--- src/rtl/pixie_pkg.sv ---
// Shared Pixie timing constants and the DMA sequencer state encoding.
// The display back end imports the same constants so both ends agree on frame geometry.
package pixie_pkg;

    localparam int unsigned PIXELS_PER_LINE    = 112;
    localparam int unsigned LINES_PER_FRAME    = 262;
    localparam int unsigned ACTIVE_LINES       = 128;
    localparam int unsigned DISPLAY_START_LINE = 64;
    localparam int unsigned INT_LEAD_LINES     = 2;
    localparam int unsigned EF1_LEAD_LINES     = 4;

    localparam int unsigned H_W = 7;
    localparam int unsigned V_W = 9;

    typedef enum logic [1:0] {
        ST_IDLE,
        ST_REQ,
        ST_WRITE,
        ST_DONE
    } dma_state_t;

    function automatic logic line_in_range(input logic [V_W-1:0] v,
                                           input int unsigned lo,
                                           input int unsigned hi);
        return (32'(v) >= lo) && (32'(v) <= hi);
    endfunction

endpackage

--- src/rtl/pixie_line_timer.sv ---
// Horizontal/vertical pixel counters for CDP1861-style timing.
// line_wrap is high during the last clock of every line.
module pixie_line_timer
    import pixie_pkg::*;
(
    input  logic           clk,
    input  logic           reset,
    output logic [H_W-1:0] h,
    output logic [V_W-1:0] v,
    output logic           line_wrap
);

    assign line_wrap = (h == H_W'(PIXELS_PER_LINE - 1));

    always_ff @(posedge clk or posedge reset) begin
        if (reset) begin
            h <= '0;
            v <= '0;
        end else if (line_wrap) begin
            h <= '0;
            v <= (v == V_W'(LINES_PER_FRAME - 1)) ? '0 : v + V_W'(1);
        end else begin
            h <= h + H_W'(1);
        end
    end

endmodule

--- src/rtl/pixie_dma_sequencer.sv ---
// Pixie front end: fetches 8 DMA-out bytes per active line into the framebuffer
// and generates the line-based interrupt and EF1 flag.
module pixie_dma_sequencer
    import pixie_pkg::*;
(
    input  logic       clk,
    input  logic       reset,
    input  logic       disp_on,
    input  logic       disp_off,
    output logic       dma_req,
    input  logic       dma_ack,
    input  logic [7:0] dma_data,
    output logic       int_req,
    output logic       ef1,
    output logic       fb_we,
    output logic [9:0] fb_waddr,
    output logic [7:0] fb_wdata,
    output logic       display_enabled,
    output logic       dma_late
);

    logic [H_W-1:0] h;
    logic [V_W-1:0] v;
    logic           line_wrap;

    pixie_line_timer u_timer (
        .clk       (clk),
        .reset     (reset),
        .h         (h),
        .v         (v),
        .line_wrap (line_wrap)
    );

    logic           enable;
    logic           pend_valid;
    logic           pend_on;
    logic           req_valid_next;
    logic           req_on_next;
    logic           apply_on;
    logic           active_line;
    logic           int_next;
    logic           ef1_next;
    logic [V_W-1:0] k_full;
    logic [6:0]     k;
    logic [2:0]     b;
    dma_state_t     state;

    // A strobe in the wrap cycle itself is folded into the request applied at that edge.
    always_comb begin
        req_valid_next = pend_valid | disp_on | disp_off;
        req_on_next    = (disp_on | disp_off) ? (disp_on & ~disp_off) : pend_on;
        apply_on       = line_wrap & req_valid_next & req_on_next;
        active_line    = enable
                       && (v >= V_W'(DISPLAY_START_LINE))
                       && (v <  V_W'(DISPLAY_START_LINE + ACTIVE_LINES));
        k_full         = v - V_W'(DISPLAY_START_LINE);
        k              = k_full[6:0];
        int_next       = enable && line_in_range(v, DISPLAY_START_LINE - INT_LEAD_LINES,
                                                    DISPLAY_START_LINE - 1);
        ef1_next       = enable
                       && (line_in_range(v, DISPLAY_START_LINE - EF1_LEAD_LINES,
                                            DISPLAY_START_LINE - 1)
                        || line_in_range(v, DISPLAY_START_LINE + ACTIVE_LINES - EF1_LEAD_LINES,
                                            DISPLAY_START_LINE + ACTIVE_LINES - 1));
    end

    assign display_enabled = enable;

    always_ff @(posedge clk or posedge reset) begin
        if (reset) begin
            enable     <= 1'b0;
            pend_valid <= 1'b0;
            pend_on    <= 1'b0;
            int_req    <= 1'b0;
            ef1        <= 1'b0;
        end else begin
            int_req <= int_next;
            ef1     <= ef1_next;
            if (line_wrap) begin
                if (req_valid_next) begin
                    enable <= req_on_next;
                end
                pend_valid <= 1'b0;
                pend_on    <= 1'b0;
            end else begin
                pend_valid <= req_valid_next;
                pend_on    <= req_on_next;
            end
        end
    end

    always_ff @(posedge clk or posedge reset) begin
        if (reset) begin
            state    <= ST_IDLE;
            b        <= '0;
            dma_req  <= 1'b0;
            fb_we    <= 1'b0;
            fb_waddr <= '0;
            fb_wdata <= '0;
            dma_late <= 1'b0;
        end else begin
            fb_we    <= 1'b0;
            fb_waddr <= '0;
            case (state)
                ST_IDLE: begin
                    if (h == '0 && active_line) begin
                        b       <= '0;
                        dma_req <= 1'b1;
                        state   <= ST_REQ;
                    end
                end
                ST_REQ: begin
                    // The line deadline beats a same-cycle ack; that byte stays stale.
                    if (line_wrap) begin
                        dma_req  <= 1'b0;
                        dma_late <= 1'b1;
                        state    <= ST_IDLE;
                    end else if (dma_ack) begin
                        fb_wdata <= dma_data;
                        fb_we    <= 1'b1;
                        fb_waddr <= {k, b};
                        dma_req  <= 1'b0;
                        state    <= ST_WRITE;
                    end
                end
                ST_WRITE: begin
                    if (b == 3'd7) begin
                        state <= line_wrap ? ST_IDLE : ST_DONE;
                    end else if (line_wrap) begin
                        dma_late <= 1'b1;
                        state    <= ST_IDLE;
                    end else begin
                        b       <= b + 3'd1;
                        dma_req <= 1'b1;
                        state   <= ST_REQ;
                    end
                end
                ST_DONE: begin
                    if (line_wrap) begin
                        state <= ST_IDLE;
                    end
                end
                default: state <= ST_IDLE;
            endcase
            if (apply_on) begin
                dma_late <= 1'b0;
            end
        end
    end

endmodule

--- config.mk ---
export PLATFORM = sky130hd
export DESIGN_NAME = pixie_dma_sequencer
export DESIGN_NICKNAME = d
export VERILOG_FILES = /design/src/rtl/pixie_pkg.sv /design/src/rtl/pixie_line_timer.sv /design/src/rtl/pixie_dma_sequencer.sv
export SDC_FILE = /design/constraint.sdc
export NUM_CORES = 1
export LEC_CHECK = 0
export ABC_CLOCK_PERIOD_IN_PS = 2300
export CAP_MARGIN = 10
export CORE_ASPECT_RATIO = 1.4
export CORE_MARGIN = 1
export CORE_UTILIZATION = 54
export DETAILED_ROUTE_END_ITERATION = 7
export DONT_BUFFER_PORTS = 1
export PLACE_DENSITY_LB_ADDON = 0.05
export SYNTH_ARGS = -nofsm -noshare
export SYNTH_HDL_FRONTEND = slang
export SYNTH_SLANG_ARGS = --single-unit
--- constraint.sdc ---
create_clock -name clk -period 2.3 [get_ports clk]
set_input_delay 0.575 -clock clk [delete_from_list [all_inputs] [get_ports clk]]
set_output_delay 0.575 -clock clk [all_outputs]
set_load 0.03 [all_outputs]
## Word-level counts from Yosys, hierarchy flattened

Cells that the tools add are included.

| storage, ports and cells | value |
|---|---|
| bits of input ports | 13 |
| word-level logic and storage cells | 98 |
| flip-flop bits (word level) | 47 |

| cells by class | value |
|---|---|
| add/sub/neg operators | 4 |
| reduce and logical (&&, ||, !) cells | 20 |
| equality and inequality tests | 12 |
| order comparisons | 7 |
| bitwise logic cells | 8 |
| muxes and demuxes | 33 |

Operator list:

| operator | count |
|---|---|
| 10-bit two-way mux | 3 |
| 9-bit by 6-bit greater-or-equal comparator with 1-bit output, second input constant | 2 |
| 1-bit two-way mux | 15 |
| 2-bit two-way mux | 6 |
| 9-bit by 1-bit adder with 9-bit output, second input constant | 1 |
| 9-bit equality test, second input constant | 1 |
| 9-bit by 7-bit greater-or-equal comparator with 1-bit output, second input constant | 1 |
| 9-bit by 8-bit greater-or-equal comparator with 1-bit output, second input constant | 1 |
| 9-bit by 6-bit <= comparator with 1-bit output, second input constant | 1 |
| 9-bit by 8-bit <= comparator with 1-bit output, second input constant | 1 |
| 9-bit by 8-bit less-than comparator with 1-bit output, second input constant | 1 |
| 3-bit two-way mux | 3 |
| 9-bit two-way mux | 1 |
| 1-bit logical AND | 8 |
| 2-bit inequality test, second input constant | 4 |
| 2-bit case mux with 4 select lines | 1 |
| 7-bit by 1-bit adder with 7-bit output, second input constant | 1 |
| 7-bit equality test, second input constant | 1 |
| 7-bit logical NOT | 1 |
| 7-bit two-way mux | 1 |
| 7-bit subtractor, second input constant | 1 |
| 3-bit inequality test, second input constant | 2 |
| 3-bit case mux with 2 select lines | 1 |
| 3-bit AND reduction | 2 |
| other kinds (16) | 24 |

## Depth between registers and ports, before layout

Gate-level depths: netlist (run 1).

| depth | value |
|---|---|
| word-level depth | 6 |
| gate-level depth with buffers | 6 |
| mapped depth without buffers | 6 |

## By module

From an unflattened synthesis (run 1), not the netlist that was laid out.

| second synthesis, totals | value |
|---|---|
| cells, all modules | 180 |
| area total of the unflattened synthesis | 2068.2 µm² |

Modules (own cells, without submodules):

| module | cells an instance | instances | area each (µm²) |
|---|---|---|---|
| pixie_dma_sequencer | 108 | 1 | 1313.8 |
| pixie_line_timer | 72 | 1 | 754.5 |

## Worst setup path before layout (run 1)

OpenSTA, ideal clock, no wires.

| timing | value |
|---|---|
| kind | reg2reg |
| from | register u_timer.h[0] |
| to | register fb_wdata[0] |
| setup slack | 0.574 ns |
| cell stages (with the launch flop) | 6 |
| period minus slack after synthesis | 1.726 ns |
| path buffers | 0 |
| arrival | 1.601 ns |
| required time | 2.175 ns |
| cell sequence | dfrtp_1 ha_1 nand4_2 nor2_2 nor4_4 mux2_2 |

| between the ends | value |
|---|---|
| longest elaborated chain between the ends | 3 |

Ends and longest elaborated chain:

| what | RTL line | RTL |
|---|---|---|
| start, declared | pixie_line_timer.sv:8 | `output logic [H_W-1:0] h,` |
| start signal, assigned | pixie_line_timer.sv:23 | `h <= h + H_W'(1);` |
| 7-bit equality test | pixie_line_timer.sv:13 | `assign line_wrap = (h == H_W'(PIXELS_PER_LINE - 1));` |
| 1-bit NOT (no source line) | n/a |  |
| 3-bit AND reduction (no source line) | n/a |  |
| end signal, assigned | pixie_dma_sequencer.sv:119 | `fb_wdata <= dma_data;` |
| end, declared | pixie_dma_sequencer.sv:17 | `output logic [7:0] fb_wdata,` |

No other way between the ends.
A chain may end at the register's enable or synchronous reset.

## Final worst setup path (run 1)

| timing | value |
|---|---|
| from | register u_timer.h[0] |
| to | register u_timer.v[7] |

| between the ends | value |
|---|---|
| longest elaborated chain between the ends | 1 |

Ends and longest elaborated chain:

| what | RTL line | RTL |
|---|---|---|
| 7-bit equality test | pixie_line_timer.sv:13 |  |
| end signal, assigned | pixie_line_timer.sv:21 | `v <= (v == V_W'(LINES_PER_FRAME - 1)) ? '0 : v + V_W'(1);` |
| end, declared | pixie_line_timer.sv:9 | `output logic [V_W-1:0] v,` |

No other way between the ends.

==> run_results.csv, run 1 <==
group,metric,value,unit
run_status,status,"finished clean",
yosys,synth.distinct_cells,39,
floorplanning,initial_utilization,56.9,%
critical_path,cp_max_fo,9,
global_routing,grt_pass1_wl,5930,um
timing,period_minus_slack,1.75,ns
critical_path,path_cells,"ha_1 -> and4_1 -> nand2_2 -> nor4_1 -> xor2_1",
floorplanning,core,0.00364,mm2
worst_hold_path,hold_class,"input port to async pin",
layout,area.sequential,0.00118,mm2
placement,place_inst,224,
clocking,cts_root_buf,"clkbuf_8",
drt,routedWlPerCell,15.9,um
placement,gp_congestion,0.839,
timing,fin_setup_tns,0,ns
yosys,synth_area,0.00207,mm2
global_routing,grt_pass1_vias,1305,
yosys,ys_ff_latch,47,
timing,fin_hold_ws,0.118,ns
yosys,synth_edf_count,0,
critical_path,worstPathRequired,2.52,ns
critical_path,path_class,"register to register",
power_and_ir_drop,clkPwrFrac,43.6,%
clocking,cts_resized,0,
critical_path,crit_path_end_kind,"register",
placement,io_buffers,0,
timing,maxSlewViolCount,0,
yosys,seq_area_frac_synth,56.8,%
drt,ant_nets,0,
critical_path,cp-start-kind,"register",
timing,worst_pin_slew,0.479,ns
power_and_ir_drop,ir_drop,560,uV
yosys,syn-instance-count,183,
yosys,syn_area_per_cell,11.3,um2
critical_path,cp_num_buf_inv,0,
drt,vias,1356,
clocking,tritoncts,"done",
layout,nFillCells,304,
timing,clock_skew,0.00434,ns
layout,syn2layout_area_growth,10.5,%
floorplanning,dieArea,0.00409,mm2
power_and_ir_drop,swShare,19.0,%
power_and_ir_drop,internal_power,1280,uW
floorplanning,ioPinCount,37,
critical_path,slowest_delay,0.41,ns
yosys,async_reset_ff_share,100,%
critical_path,worstPathArrival,1.97,ns
layout,nNetsFinal,210,
power_and_ir_drop,pwr-share-seq,54.1,%
yosys,ys.flop_type,"dfrtp_1",
timing,final_hold_viol_count,0,
power_and_ir_drop,pwr-share-comb,2.2,%
global_routing,antenna_found_initial,0,
drt,vias_per_cell,5.82,
timing,rsz0062_at_grt,"false",
timing,setup_viol,0,
critical_path,slowest_stage,"dfrtp_1",
clocking,cts_hold_buf,0,
power_and_ir_drop,power.leakage,0.00107,uW
timing,fmax,0.572,GHz
clocking,numCtsBuffers,5,
clocking,htreeDepth,2,
drt,drt_first_pass_iters,4,
floorplanning,die_w,54.4,um
layout,multi_input_area,833,um2
critical_path,crit_family,"simple AND/OR/NAND/NOR gates",
drt,routed_wirelength,3700,um
flow_run,maxCapViolCount,0,
timing,relSlewSlack,67.9,%
floorplanning,die-height,75.3,um
layout,antenna_cells,0,
power_and_ir_drop,p_sw,300,uW
clocking,cts_buffer_depth,2,
clocking,clk_latency,0.30,ns
drt,drtIter0Drc,30,
placement,hpwl,2650,um
layout,final_util,62.8,%
global_routing,grt_usage,20.6,%
drt,remaining_drc_errors,0,
global_routing,grt_start_max_net_pins,35,
layout,instances_no_fill,233,
floorplanning,fp-row-count,26,
layout,drive_gt1_share,13.6,%
timing,period_share,76.0,%
yosys,synth_nets,203,
yosys,synth_warnings,0,
global_routing,overflow,0,
clocking,cts_setup_buffers,0,
clocking,clk_pin_slew,0.08,ns
power_and_ir_drop,power.density,691,mW/mm2
clocking,cts_sinks,47,
-- registers in the layout (all words and copies together), names as in the netlist, 2 cells and up --
| signal | count |
|---|---|
| fb_wdata | 8 |
| u_timer.v | 9 |
| fb_waddr | 10 |
| u_timer.h | 7 |
| b | 3 |
| state | 2 |
-- power groups by stage --
stage	Sequential, uW	Clock (uW)	Combinational [uW]
after global routing	860	738	40.2
after detailed placement	874	0	30.6
after floorplan	872	0	22.1
after global placement	874	0	29.3
after CTS	857	708	30.6
final	857	691	35.0
-- per-layer routing --
| metal | vias to the layer above | part of all wire, % | global-route usage, % |
|---|---|---|---|
| li1 | 644 | - | - |
| met1 | 662 | 42 | 24.1 |
| met2 | 44 | 51 | 34.3 |
| met3 | 6 | 4.6 | 5.59 |
| met4 | 0 | 1.9 | 9.97 |
| met5 | - | 0 | 0 |
-- metrics by stage --
stage          cell area [um2]  setup slack, ns  total power, uW
6_report                  2290            0.552             1580
2_1_floorplan             2070            0.574              894
3_5_place_dp              2130            0.551              904
5_1_grt                   2290            0.406             1640
4_1_cts                   2260            0.539             1600
3_3_place_gp              2130            0.599              903
-- Yosys cell counts, drive strengths merged (2+ instances only) --
cell	n	area share [%]
dfrtp	47	57
nor2	14	2.7
and2	10	3.0
inv	10	1.8
nand2	9	1.8
nor3	9	2.2
xor2	9	3.8
a21oi	8	1.9
mux2	8	4.3
o21ai	8	1.9
ha	7	4.2
nand3	7	1.7
nand2b	4	1.2
buf	3	0.85
nand4	3	1.2
nor2b	3	0.91
nor4	3	1.6
a31oi	2	0.60
and4	2	0.85
clkbuf	2	0.36
mux2i	2	0.97
xnor2	2	0.85
-- path summary, 6_finish.rpt --
path	start	to	slack, ns	cells past startpoint
max reg2reg	u_timer.h[0]	u_timer.v[7]	0.55	5
min	reset	fb_waddr[7]	0.12	1
min in group clk	disp_off	pend_on	0.34	1
min reg2reg	u_timer.h[0]	u_timer.h[0]	0.51	1
max	u_timer.h[0]	u_timer.v[7]	0.55	5
max in group asynchronous	reset	state[1]	1.59	3
-- final cells by class --
class / instances / share of cell area, %
clock buffer: 6 / 3.17
tap: 42 / 2.30
inverter: 10 / 1.64
clock inverter: 2 / 2.62
timing repair buffer: 5 / 2.51
multi-input combinational: 121 / 36.4
sequential: 47 / 51.4
-- cell families (layout without fill, tap and decap cells) --
logic type | count (synthesis) | after routing | share of synthesized area (%)
AND/OR/NAND/NOR | 69 | 69 | 19.0
flip-flops | 47 | 47 | 56.8
multiplexers | 10 | 10 | 5.31
XOR/XNOR | 11 | 11 | 4.65
buffers and inverters | 15 | 23 | 3.02
adder cells (fa/ha/maj) | 7 | 7 | 4.23
AO/OA/AOI/OAI | 24 | 24 | 7.07
-- cells in the final DEF, fill, tap and decap left out, types with 2 or more instances in the layout --
cell / count
buf_4: 4
o21ai_0: 8
ha_1: 7
nor2_1: 13
and4_1: 2
a21oi_1: 8
nand2_1: 8
a31oi_1: 2
xnor2_1: 2
bufinv_16: 2
nand2b_1: 4
nand4_1: 2
clkbuf_8: 5
nor2b_1: 3
nor4_1: 2
inv_1: 8
nor3_1: 9
mux2_2: 8
dfrtp_1: 47
nand3_1: 7
xor2_1: 9
mux2i_1: 2
and2_1: 10
-- worst register-to-register path, cell delays in order, from the launching register on --
cell     delay (ns)
dfrtp_1        0.41
ha_1           0.25
and4_1         0.27
nand2_2        0.17
nor4_1         0.38
xor2_1         0.19
No activity file was read; power rests on OpenSTA's default activity.
==> run 2: changes to the inputs <==
--- a/config.mk
+++ b/config.mk
@@ -5,7 +5,7 @@
 export SDC_FILE = /design/constraint.sdc
 export NUM_CORES = 1
 export LEC_CHECK = 0
-export ABC_CLOCK_PERIOD_IN_PS = 2300
+export ABC_CLOCK_PERIOD_IN_PS = 1430
 export CAP_MARGIN = 10
 export CORE_ASPECT_RATIO = 1.4
 export CORE_MARGIN = 1
==> constraint.sdc (replaced) <==
create_clock -name clk -period 1.43 [get_ports clk]
set_input_delay 0.3575 -clock clk [delete_from_list [all_inputs] [get_ports clk]]
set_output_delay 0.3575 -clock clk [all_outputs]
set_load 0.03 [all_outputs]
==> run_results.csv, run 2 (synthesis gave the netlist of run 1 again) <==
group,metric,value,unit
placement,post-place-ws,-0.189,ns
drt,drtIter0Drc,25,
timing,period_minus_slack,1.55,ns
timing,period_share,108,%
critical_path,worstPathRequired,1.61,ns
floorplanning,ioPinCount,37,
global_routing,grt_usage,23.3,%
critical_path,cp-start-kind,"register",
clocking,clk_latency,0.29,ns
drt,drt_first_pass_iters,4,
layout,multi_input_area,987,um2
clocking,htreeDepth,2,
timing,rsz0062_at_grt,"true",
clocking,cts_sinks,47,
clocking,clk_pin_slew,0.08,ns
power_and_ir_drop,power.leakage,0.00129,uW
timing,worst_pin_slew,0.403,ns
critical_path,slowest_delay,0.44,ns
layout,regMostFlops,"fb_waddr",
timing,maxSlewViolCount,0,
placement,place_inst,252,
floorplanning,die-height,75.3,um
global_routing,met3_usage,5.99,%
layout,largest_reg_flops,10,
floorplanning,dieArea,0.00409,mm2
flow_run,maxCapViolCount,0,
clocking,cts_root_buf,"clkbuf_8",
power_and_ir_drop,ir_drop,903,uV
clocking,numCtsBuffers,5,
layout,syn2layout_area_growth,30.0,%
layout,final_area,0.00269,mm2
global_routing,grt_pass1_vias,1490,
floorplanning,core,0.00364,mm2
layout,nNetsFinal,241,
global_routing,overflow,0,
global_routing,antenna_found_initial,0,
layout,layout_common_cells,"dfrtp_1, buf_4, nor2_1",
timing,setup_ws,-0.120,ns
placement,hpwl,3100,um
drt,ant_nets,0,
placement,gp_congestion,0.851,
run_status,violations,"negative setup slack",
placement,placed_area,0.00240,mm2
timing,relSlewSlack,73.1,%
layout,drive_gt1_share,33.8,%
drt,routedWlPerCell,16.8,um
critical_path,path_class,"register to register",
critical_path,path_cells,"ha_4 -> nand4_4 -> nor2_4 -> nor4_4 -> buf_6 -> mux2_2",
drt,remaining_drc_errors,0,
layout,area.sequential,0.00118,mm2
floorplanning,fp-row-count,26,
global_routing,gr-max-usage-layer,"met2",
drt,vias,1538,
critical_path,crit_family,"flip-flops",
floorplanning,die_w,54.4,um
critical_path,crit_path_end_kind,"register",
drt,routed_wirelength,4440,um
clocking,cts_buffer_depth,2,
layout,final_util,73.9,%
layout,mostFrequentLayoutCell,"dfrtp_1",
critical_path,slowest_stage,"dfrtp_1",
floorplanning,initial_utilization,56.9,%
timing,setup_viol,31,
timing,clock_skew,0.00578,ns
global_routing,grt_use_met2,40.7,%
drt,vias_per_cell,5.83,
worst_hold_path,hold_class,"input port to register",
global_routing,grt_pass1_wl,6640,um
timing,fmax,0.645,GHz
layout,largestRegisters,"fb_waddr x10, u_timer.v x9, fb_wdata x8",
layout,antenna_cells,0,
layout,nFillCells,241,
critical_path,cp_num_buf_inv,1,
layout,instances_no_fill,264,
clocking,tritoncts,"done",
critical_path,cp_max_fo,9,
global_routing,gr-usage-met1,26.0,%
power_and_ir_drop,power.density,945,mW/mm2
run_status,status,"finished with violations",
critical_path,worstPathArrival,1.73,ns
global_routing,grt_start_max_net_pins,32,
placement,io_buffers,0,
timing,final_hold_viol_count,0,
## run 2: power breakdown
part	switching (uW)	internal [uW]
Combinational	33.6	20.0
Sequential	36.8	1340
Clock	414	698
Total	485	2060
## run 2: final cells by class
class / count / share of cell area, %
Sequential cell: 47 / 43.8
Multi-Input combinational cell: 121 / 36.7
Timing Repair Buffer: 36 / 11.2
Clock buffer: 6 / 2.70
Clock inverter: 2 / 2.23
Tap cell: 42 / 1.95
Inverter: 10 / 1.53
## run 2: worst paths after layout
check / from / cells past startpoint / to / slack, ns
min in group asynchronous: reset / 2 / fb_waddr[7] / 0.53
hold / removal: disp_off / 1 / pend_on / 0.12
setup / recovery: u_timer.h[1] / 6 / fb_wdata[6] / -0.12
setup reg to reg: u_timer.h[1] / 6 / fb_wdata[6] / -0.12
max in group asynchronous: reset / 3 / b[1] / 0.43
hold reg to reg: u_timer.v[5] / 2 / u_timer.v[5] / 0.57
## run 2: metrics by stage
stage | TNS [ns] | hold WS (ns) | total power [uW]
final | -2.12 | 0.122 | 2540
after global routing | -4.38 | 0.108 | 2650
after CTS | -2.18 | 0.118 | 2580
after detailed placement | -3.15 | 0.244 | 1460
after global placement | -1.48 | 0.233 | 1460
after floorplan | -2.95 | 0.381 | 1440
## run 2: timing repair
item                                    CTS  global route
setup buffers                             0             3
resized for setup                        13            17
endpoints found under the hold margin    16             0
pin swaps                                 2             8
endpoints found under the setup margin   33            34
hold buffers                              1             0
## run 2: worst reg2reg max path: stages (launching register included)
cell and delay (ns):
dfrtp_1 0.44, ha_4 0.20, nand4_4 0.08, nor2_4 0.06, nor4_4 0.13, buf_6 0.18
mux2_2 0.34
## run 2: layer usage
metal | vias up | part of all wire (%) | wire [um]
met5 | - | 0 | 0
met4 | 0 | 1.4 | 63
met3 | 8 | 4.1 | 182
met2 | 54 | 54 | 2420
met1 | 763 | 40 | 1780
li1 | 713 | - | -
==> run 3: changes to the inputs <==
--- a/config.mk
+++ b/config.mk
@@ -10,6 +10,7 @@
 export CORE_ASPECT_RATIO = 1.4
 export CORE_MARGIN = 1
 export CORE_UTILIZATION = 54
+export CTS_CLUSTER_SIZE = 12
 export DETAILED_ROUTE_END_ITERATION = 7
 export DONT_BUFFER_PORTS = 1
 export PLACE_DENSITY_LB_ADDON = 0.05
==> results of run 3 <==
Final layout, timing and power as in run 2 (identical DEF).
